$ cat src/rtl/mem_dual_port_clr_pkg.sv
// Shared types and helpers for the clearable simple dual-port RAM.
package mem_pkg;

    typedef enum logic {
        CLR_IDLE,
        CLR_SWEEP
    } clr_state_t;

    // Widest word lane_merge can handle; the top checks DATA_WIDTH against it.
    localparam int MEM_MAX_W     = 256;
    localparam int MEM_MAX_LANES = 256;

    // Bit i of the result comes from new_w when its lane (i / byte_w) is enabled.
    function automatic logic [MEM_MAX_W-1:0] lane_merge(
        input logic [MEM_MAX_W-1:0]     old_w,
        input logic [MEM_MAX_W-1:0]     new_w,
        input logic [MEM_MAX_LANES-1:0] be,
        input int unsigned              byte_w
    );
        logic [MEM_MAX_W-1:0] res;
        res = old_w;
        for (int unsigned i = 0; i < MEM_MAX_W; i++) begin
            if (be[8'(i / byte_w)]) begin
                res[8'(i)] = new_w[8'(i)];
            end
        end
        return res;
    endfunction

endpackage

$ cat src/rtl/mem_dual_port_clr_sequencer.sv
// Clear sweep sequencer: walks every RAM entry once, one write per cycle.
//   state     | meaning
//   CLR_IDLE  | no sweep, user ports own the RAM
//   CLR_SWEEP | writing the fill value to entry cnt_q, busy high
module mem_clear_sequencer
    import mem_pkg::*;
#(
    parameter int  DEPTH          = 64,
    parameter bit  CLEAR_ON_RESET = 1'b1,
    localparam int AW             = $clog2(DEPTH)
) (
    input  logic          clk,
    input  logic          reset_n,
    input  logic          clear,
    output logic          busy,
    output logic          clr_we,
    output logic [AW-1:0] clr_addr
);

    localparam clr_state_t    RST_STATE = CLEAR_ON_RESET ? CLR_SWEEP : CLR_IDLE;
    localparam logic [AW-1:0] LAST_ADDR = AW'(DEPTH - 1);

    clr_state_t    state_q, state_d;
    logic [AW-1:0] cnt_q, cnt_d;

    always_ff @(posedge clk or negedge reset_n) begin
        if (!reset_n) begin
            state_q <= RST_STATE;
            cnt_q   <= '0;
        end else begin
            state_q <= state_d;
            cnt_q   <= cnt_d;
        end
    end

    always_comb begin
        state_d = state_q;
        cnt_d   = cnt_q;
        case (state_q)
            CLR_IDLE: begin
                if (clear) begin
                    state_d = CLR_SWEEP;
                    cnt_d   = '0;
                end
            end
            CLR_SWEEP: begin
                // A new request restarts the walk so every entry is rewritten afterwards.
                if (clear) begin
                    cnt_d = '0;
                end else if (cnt_q == LAST_ADDR) begin
                    state_d = CLR_IDLE;
                    cnt_d   = '0;
                end else begin
                    cnt_d = cnt_q + 1'b1;
                end
            end
            default: begin
                state_d = CLR_IDLE;
                cnt_d   = '0;
            end
        endcase
    end

    assign busy     = (state_q == CLR_SWEEP);
    assign clr_we   = busy;
    assign clr_addr = cnt_q;

endmodule

$ cat src/rtl/mem_dual_port_clr.sv
// Simple dual-port RAM with byte-lane writes, optional write-first forwarding,
// 0/1/2-cycle read pipeline and a hardware clear sweep.
module mem_dual_port_clr
    import mem_pkg::*;
#(
    parameter int                    DATA_WIDTH     = 16,
    parameter int                    DEPTH          = 64,
    parameter int                    BYTE_WIDTH     = 8,
    parameter int                    OUTPUT_DELAY   = 1,
    parameter bit                    WRITE_FIRST    = 1'b1,
    parameter bit                    CLEAR_ON_RESET = 1'b1,
    parameter logic [DATA_WIDTH-1:0] DEFAULT_VALUE  = '0,
    localparam int                   NUM_LANES      = DATA_WIDTH / BYTE_WIDTH,
    localparam int                   AW             = $clog2(DEPTH)
) (
    input  logic                  clk,
    input  logic                  reset_n,
    input  logic                  clear,
    output logic                  busy,
    input  logic                  wea,
    input  logic [NUM_LANES-1:0]  bea,
    input  logic [AW-1:0]         addra,
    input  logic [DATA_WIDTH-1:0] dia,
    input  logic                  reb,
    input  logic [AW-1:0]         addrb,
    output logic [DATA_WIDTH-1:0] dob,
    output logic                  dob_valid
);

    if (!(OUTPUT_DELAY inside {0, 1, 2})) begin : g_bad_delay
        $error("mem_dual_port_clr: OUTPUT_DELAY must be 0, 1 or 2");
    end
    if (BYTE_WIDTH < 1 || (DATA_WIDTH % BYTE_WIDTH) != 0) begin : g_bad_lanes
        $error("mem_dual_port_clr: BYTE_WIDTH must divide DATA_WIDTH");
    end
    if (DATA_WIDTH >= MEM_MAX_W || DEPTH < 2) begin : g_bad_size
        $error("mem_dual_port_clr: DATA_WIDTH or DEPTH out of range");
    end

    localparam logic [AW:0] DEPTH_W = (AW + 1)'(DEPTH);

    logic          clr_we;
    logic [AW-1:0] clr_addr;

    mem_clear_sequencer #(
        .DEPTH          (DEPTH),
        .CLEAR_ON_RESET (CLEAR_ON_RESET)
    ) u_seq (
        .clk      (clk),
        .reset_n  (reset_n),
        .clear    (clear),
        .busy     (busy),
        .clr_we   (clr_we),
        .clr_addr (clr_addr)
    );

    logic [DATA_WIDTH-1:0] ram_q [DEPTH];

    logic                  wr_in_range, rd_in_range;
    logic                  wr_acc, rd_acc;
    logic [AW-1:0]         wr_idx, rd_idx;
    logic [DATA_WIDTH-1:0] rd_raw, stage0;
    logic                  ram_we;
    logic [AW-1:0]         ram_waddr;
    logic [DATA_WIDTH-1:0] ram_wdata;

    logic [MEM_MAX_W-1:0]     new_ext, wr_old_ext, fwd_old_ext;
    logic [MEM_MAX_W-1:0]     wr_merged_ext, fwd_merged_ext;
    logic [MEM_MAX_LANES-1:0] be_ext;
    logic                     unused_merge_hi;

    assign wr_in_range = ({1'b0, addra} < DEPTH_W);
    assign rd_in_range = ({1'b0, addrb} < DEPTH_W);
    assign wr_acc      = wea & ~busy & wr_in_range;
    assign rd_acc      = reb & ~busy;
    // Clamp indices so out-of-range addresses never index past the array.
    assign wr_idx      = wr_in_range ? addra : '0;
    assign rd_idx      = rd_in_range ? addrb : '0;

    always_comb begin
        new_ext     = '0;
        wr_old_ext  = '0;
        fwd_old_ext = '0;
        be_ext      = '0;
        new_ext[DATA_WIDTH-1:0]     = dia;
        be_ext[NUM_LANES-1:0]       = bea;
        wr_old_ext[DATA_WIDTH-1:0]  = ram_q[wr_idx];
        rd_raw                      = rd_in_range ? ram_q[rd_idx] : DEFAULT_VALUE;
        fwd_old_ext[DATA_WIDTH-1:0] = rd_raw;
        wr_merged_ext  = lane_merge(wr_old_ext, new_ext, be_ext, BYTE_WIDTH);
        fwd_merged_ext = lane_merge(fwd_old_ext, new_ext, be_ext, BYTE_WIDTH);
        stage0 = rd_raw;
        if (WRITE_FIRST && wr_acc && (addra == addrb)) begin
            stage0 = fwd_merged_ext[DATA_WIDTH-1:0];
        end
    end

    assign unused_merge_hi = ^{wr_merged_ext[MEM_MAX_W-1:DATA_WIDTH],
                               fwd_merged_ext[MEM_MAX_W-1:DATA_WIDTH]};

    // The sweep owns the write port; busy already blocks wr_acc while it runs.
    assign ram_we    = clr_we | wr_acc;
    assign ram_waddr = clr_we ? clr_addr : wr_idx;
    assign ram_wdata = clr_we ? DEFAULT_VALUE : wr_merged_ext[DATA_WIDTH-1:0];

    always_ff @(posedge clk) begin
        if (ram_we) begin
            ram_q[ram_waddr] <= ram_wdata;
        end
    end

    if (OUTPUT_DELAY == 0) begin : g_od0
        assign dob       = stage0;
        assign dob_valid = rd_acc;
    end else if (OUTPUT_DELAY == 1) begin : g_od1
        logic [DATA_WIDTH-1:0] s1_q, s1_d;
        logic                  v1_q, v1_d;

        always_comb begin
            s1_d = rd_acc ? stage0 : s1_q;
            v1_d = rd_acc;
        end

        always_ff @(posedge clk or negedge reset_n) begin
            if (!reset_n) begin
                s1_q <= DEFAULT_VALUE;
                v1_q <= 1'b0;
            end else begin
                s1_q <= s1_d;
                v1_q <= v1_d;
            end
        end

        assign dob       = s1_q;
        assign dob_valid = v1_q;
    end else begin : g_od2
        logic [DATA_WIDTH-1:0] s1_q, s1_d, s2_q, s2_d;
        logic                  v1_q, v1_d, v2_q, v2_d;

        always_comb begin
            s1_d = rd_acc ? stage0 : s1_q;
            v1_d = rd_acc;
            s2_d = s1_q;
            v2_d = v1_q;
        end

        always_ff @(posedge clk or negedge reset_n) begin
            if (!reset_n) begin
                s1_q <= DEFAULT_VALUE;
                s2_q <= DEFAULT_VALUE;
                v1_q <= 1'b0;
                v2_q <= 1'b0;
            end else begin
                s1_q <= s1_d;
                s2_q <= s2_d;
                v1_q <= v1_d;
                v2_q <= v2_d;
            end
        end

        assign dob       = s2_q;
        assign dob_valid = v2_q;
    end

endmodule
$ cat config.mk
export PLATFORM = sky130hd
export DESIGN_NAME = mem_dual_port_clr
export DESIGN_NICKNAME = d
export VERILOG_FILES = /design/src/rtl/mem_dual_port_clr_pkg.sv /design/src/rtl/mem_dual_port_clr_sequencer.sv /design/src/rtl/mem_dual_port_clr.sv
export SDC_FILE = /design/constraint.sdc
export NUM_CORES = 1
export LEC_CHECK = 0
export BUFFER_PORTS_ARGS = -buffer_cell sky130_fd_sc_hd__buf_4
export CAP_MARGIN = 40
export CORE_ASPECT_RATIO = 1.4
export CORE_MARGIN = 4
export CORE_UTILIZATION = 55
export DETAILED_ROUTE_END_ITERATION = 16
export PLACE_DENSITY = 0.78
export SLEW_MARGIN = 15
export SYNTH_ARGS = -nofsm -noshare
export SYNTH_HDL_FRONTEND = slang
export SYNTH_SLANG_ARGS = --single-unit
$ cat constraint.sdc
create_clock -name clk -period 5.3 [get_ports clk]
set_input_delay 0.53 -clock clk [delete_from_list [all_inputs] [get_ports clk]]
set_output_delay 0.53 -clock clk [all_outputs]
set_load 0.005 [all_outputs]
Word level (Yosys, flattened, before mapping)
Memories as Yosys holds them, arrays and structs flattened.
Cells that the tools add are included.
{"block": "classes", "n_addsub": 1, "n_mul": 0, "n_div": 0, "order_cmp": 0, "n_eq_ne": 3, "shift": 0, "muxes": 45, "n_bitwise": 4, "n_reduce_logical": 1}
{"op": "1-bit 2-to-1 mux", "n": 37}
{"op": "16-bit 2-to-1 mux", "n": 2}
{"op": "6-bit 2-to-1 mux", "n": 4}
{"op": "6-bit case mux with 2 select lines", "n": 1}
{"op": "6-bit by 1-bit adder with 6-bit output, second input constant", "n": 1}
{"op": "6-bit equality test", "n": 1}
{"op": "6-bit equality test, second input constant", "n": 1}
{"op": "1-bit bitwise AND", "n": 2}
{"op": "2-bit != test, second input constant", "n": 1}
{"op": "1-bit case mux with 2 select lines", "n": 1}
{"op": "1-bit logical AND", "n": 1}
{"op": "1-bit NOT", "n": 1}
{"op": "1-bit OR", "n": 1}
{"block": "word_totals", "register_bits": 24, "latch_bits": 0, "mem_bits_rw": 1024, "mem_bits_ro": 0, "out_inout_bits": 18, "elab_cells": 59, "n_memories": 1}
{"memory": "ram_q", "depth": 64, "word_bits": 16, "rd": 2, "rd_clocked_by_memory_dff": 0, "write_ports": 1, "line": "mem_dual_port_clr.sv:57", "text": "logic [DATA_WIDTH-1:0] ram_q [DEPTH];"}

Longest topological paths before layout
{"block": "depth", "word_depth": 5, "depth_mapped": 9}

By module
Synthesis repeated with hierarchy kept, for this count alone.
{"block": "hier_totals", "cells_unflattened": 2460, "area_unflattened_um2": 48999.5}
{"mod": "mem_dual_port_clr", "n_inst": 1, "cells_per_inst": 2424, "area_each_um2": 48631.6, "seq_area_each_um2": 31174.9}
{"mod": "mem_clear_sequencer", "n_inst": 1, "cells_per_inst": 36, "area_each_um2": 367.9, "seq_area_each_um2": 176.4}

Least setup slack after synthesis
Ideal clock, no wire load.
{"block": "synth_timing", "path_kind": "input -> register", "startpoint": "input addra[2]", "endpoint": "memory ram_q[0][13] (data pin)", "setup_ps": 702, "arrival_time_ps": 4532, "required_ps": 4598, "slack_ps": 66, "path_stages": 8, "path_cell_list": "buf_2 clkbuf_1 clkbuf_1 mux4_2 a22oi_1 a21oi_1 nor4_1 o21ai_0"}
{"block": "synth_between", "elab_chain_cells": 3}
{"element": "start, declared", "line": "mem_dual_port_clr.sv:22", "text": "input logic [AW-1:0] addra,"}
{"element": "memory 64 x 16 bit"}
{"element": "1-bit 2-to-1 mux", "line": "mem_dual_port_clr_pkg.sv:23", "text": "if (be[8'(i / byte_w)]) begin"}
{"element": "16-bit 2-to-1 mux", "line": "mem_dual_port_clr.sv:104", "text": "assign ram_wdata = clr_we ? DEFAULT_VALUE : wr_merged_ext[DATA_WIDTH-1:0];"}
{"element": "net ram_wdata[13]", "line": "mem_dual_port_clr.sv:65", "text": "logic [DATA_WIDTH-1:0] ram_wdata;"}
{"element": "end, declared", "line": "mem_dual_port_clr.sv:57"}
The timed path passes the listed nets, and every way through them passes these cells.

Worst setup path after layout
{"block": "layout_timing", "startpoint": "input addra[0]", "endpoint": "memory ram_q[8][3] (data pin)"}
Same word-level chain as after synthesis.

==> flow_metrics.env <==
export IMPL_fillers=5708
export IMPL_drive_above_1_share=0.381
export IMPL_syn_nets=2437
export IMPL_dr_pass1_iters=6
export IMPL_io_buffers=52
export IMPL_die_h_um=358
export IMPL_drt_vias_per_instance=7.72
export IMPL_syn_mean_instance_area_um2=20.0
export IMPL_syn_cell_area_mm2=0.0481
export IMPL_setup_tns_ns=0
export IMPL_nNetsFinal=2551
export IMPL_place_area_mm2=0.0513
export IMPL_yosys_warnings=0
export IMPL_multi_input_area_mm2=0.0164
export IMPL_cp_required_ns=5.62
export IMPL_register_area_mm2=0.0314
export IMPL_hpwl_um=95300
export IMPL_htreeDepth=3
export IMPL_p_leak_nw=17.5
export IMPL_cts_root_buffer="clkbuf_16"
export IMPL_drtIter0Drc=5167
export IMPL_floorplan_io_pins=53
export IMPL_post_synth_num_cell_types=45
export IMPL_dr_total_vias=29000
export IMPL_critPathCaptureType="flip-flop"
export IMPL_wl_per_cell_um=39.5
export IMPL_met1_usage=0.403
export IMPL_hold_class="in2reg"
export IMPL_worst_path_max_fanout=75
export IMPL_peakVddDrop_mv=0.242
export IMPL_syn_to_final_growth_pct=13.3
export IMPL_grt_max_degree=76
export IMPL_drv_slew=0
export IMPL_cts_tree="built"
export IMPL_max_cap_viol_count=0
export IMPL_skew_ns=0.0516
export IMPL_final_hold_viol_count=0
export IMPL_row_count=128
export IMPL_most_common_layout_cells="edfxtp_1 (1024), mux4_2 (542), a22oi_1 (179)"
export IMPL_async_flop_share=0.0229
export IMPL_die_w_um=258
export IMPL_synth_edff_count=1024
export IMPL_cts_path_max_buffers=3
export IMPL_arrival_ns=4.12
export IMPL_antenna_found_initial=2
export IMPL_status="completed"
export IMPL_routabilityCongestion=0.952
export IMPL_tightest_slew_ns=0.995
export IMPL_criticalPathCategory="in2reg"
export IMPL_fmax_mhz=263
export IMPL_final_area_mm2=0.0545
export IMPL_antenna_left=0
export IMPL_drt_total_wl_um=149000
export IMPL_syn_inst=2401
export IMPL_p_per_area_mw_per_mm2=317
export IMPL_use_met3=0.0918
export IMPL_rsz0062_at_grt="no"
export IMPL_numCtsBuffers=94
export IMPL_clk_latency_ns=0.68
export IMPL_dieArea_mm2=0.0923
export IMPL_final_common_cell="edfxtp_1"
export IMPL_grt_util_met2=0.506
export IMPL_initial_core_util=0.554
export IMPL_busiest_layer="met2"
export IMPL_core_area_mm2=0.0868
export IMPL_yosys_register_bits=1048
export IMPL_route_detailed_drc=0
export IMPL_clock_sinks=1048
export IMPL_grt_pass1_wl_um=212000
export IMPL_setup_viol=0
export IMPL_grt_pass1_vias=29600
export IMPL_synth_seq_area_share=0.652
export IMPL_period_needed_ns=3.81
export IMPL_overflow=0
export IMPL_start_kind="primary input"
export IMPL_r2r_slack_ns=1.89
export IMPL_gr_usage_all_layers=0.322
export IMPL_min_period_over_period=0.718
export IMPL_diodes=0
export IMPL_clk_pin_slew_ns=0.07
export IMPL_cts_resized=0
export IMPL_ys_flop_type="edfxtp_1"
export IMPL_maxSlewHeadroom=0.337
metal layers:
layer  share of wire  routed length [µm]  vias up
li1                -                   -    10700
met1            0.31               45900    14800
met2            0.47               70000     2827
met3            0.14               21400      654
met4           0.076               11300        2
met5        0.000087                  13        -
final timing paths:
kind,from,endpoint,depth (start not counted)
min reg2reg,u_seq.clr_addr[5],u_seq.clr_addr[5],2
max in group asynchronous,reset_n,dob[8],2
max reg2reg,u_seq.busy,ram_q[1][0],4
min,clear,u_seq.clr_addr[5],2
max,addra[0],ram_q[8][3],8
min in group asynchronous,reset_n,dob_valid,2
layout make-up:
type	count	share of cell area
clock buffers	116	0.0459
clock inverters	54	0.0111
inverters	4	0.000276
multi-input cells	1157	0.300
flip-flops and latches	1048	0.576
well taps	1170	0.0269
repair buffers	210	0.0401
what timing repair did:
action / in CTS / in global routing
setup endpoints to repair: 0 / 0
hold buffers: 1 / 0
hold endpoints to repair: 23 / 0
setup buffers: 0 / 0
where the power goes:
group	switching [mW]	internal, mW	total, mW	leakage (nW)
Clock	3.06	3.91	6.97	1.50
Combinational	0.715	0.562	1.28	5.84
Sequential	0.0302	9.01	9.04	10.2
Total	3.81	13.5	17.3	17.5
through the flow:
stage | hold slack [ns] | util | power (mW) | setup WS [ns] | instances
after floorplan | 0.234 | - | 10.0 | 0.0660 | 2401
after global placement | 0.489 | 0.583 | 10.4 | 0.529 | 3558
after detailed placement | 0.496 | 0.591 | 10.5 | 0.893 | 3584
after CTS | 0.0421 | 0.626 | 17.3 | 1.56 | 3755
after global routing | 0.0804 | 0.627 | 17.7 | 1.39 | 3759
final | 0.0697 | 0.627 | 17.3 | 1.49 | 3759
logic make-up after synthesis:
| logic type | count (synthesis) | synth area share |
|---|---|---|
| mux | 561 | 0.258 |
| fa+ha+maj | 1 | 0.000260 |
| flops | 1048 | 0.652 |
| simple gates | 242 | 0.0221 |
| buf+inv | 196 | 0.0174 |
| compound gates | 345 | 0.0490 |
| xor+xnor | 8 | 0.00146 |
Yosys cell counts, drive strengths merged, types with 2 or more instances:
cell type     n  area share
xor2          5     0.00091
nor4          6     0.00078
a21oi        90      0.0094
o41ai        16      0.0029
nor3          2     0.00021
clkbuf      100      0.0078
nor2b        11      0.0014
nand2b       12      0.0016
edfxtp     1024        0.64
and3          4     0.00052
and4          3     0.00055
mux2          3     0.00070
o22ai         6     0.00078
and2          3     0.00039
o21ai        13      0.0014
or2           4     0.00052
a2111oi       2     0.00036
o211ai        5     0.00078
mux2i        16      0.0033
buf          92      0.0093
dfrtp        23       0.012
mux4        542        0.25
nand4         7     0.00091
nand2        81      0.0063
a32oi         6      0.0011
o2111ai       5     0.00091
nor2         96      0.0075
a22oi       179       0.028
inv           4     0.00031
a221o         2     0.00042
xnor2         3     0.00055
a31oi        16      0.0021
nand3        11      0.0011
state kept, by name (all words and copies together), names as in the netlist:
name            count
dob                16
ram_q            1024
u_seq.busy          1
dob_valid           1
u_seq.clr_addr      6
worst max-delay path, cell delays in order:
cell and delay, ns:
buf_8 0.68, buf_4 0.39, mux4_2 0.53, mux4_2 0.52, nand2b_1 0.17, a32oi_1 0.74, o21ai_4 0.10, buf_4 0.34
(Power assumes the default switching activity.)
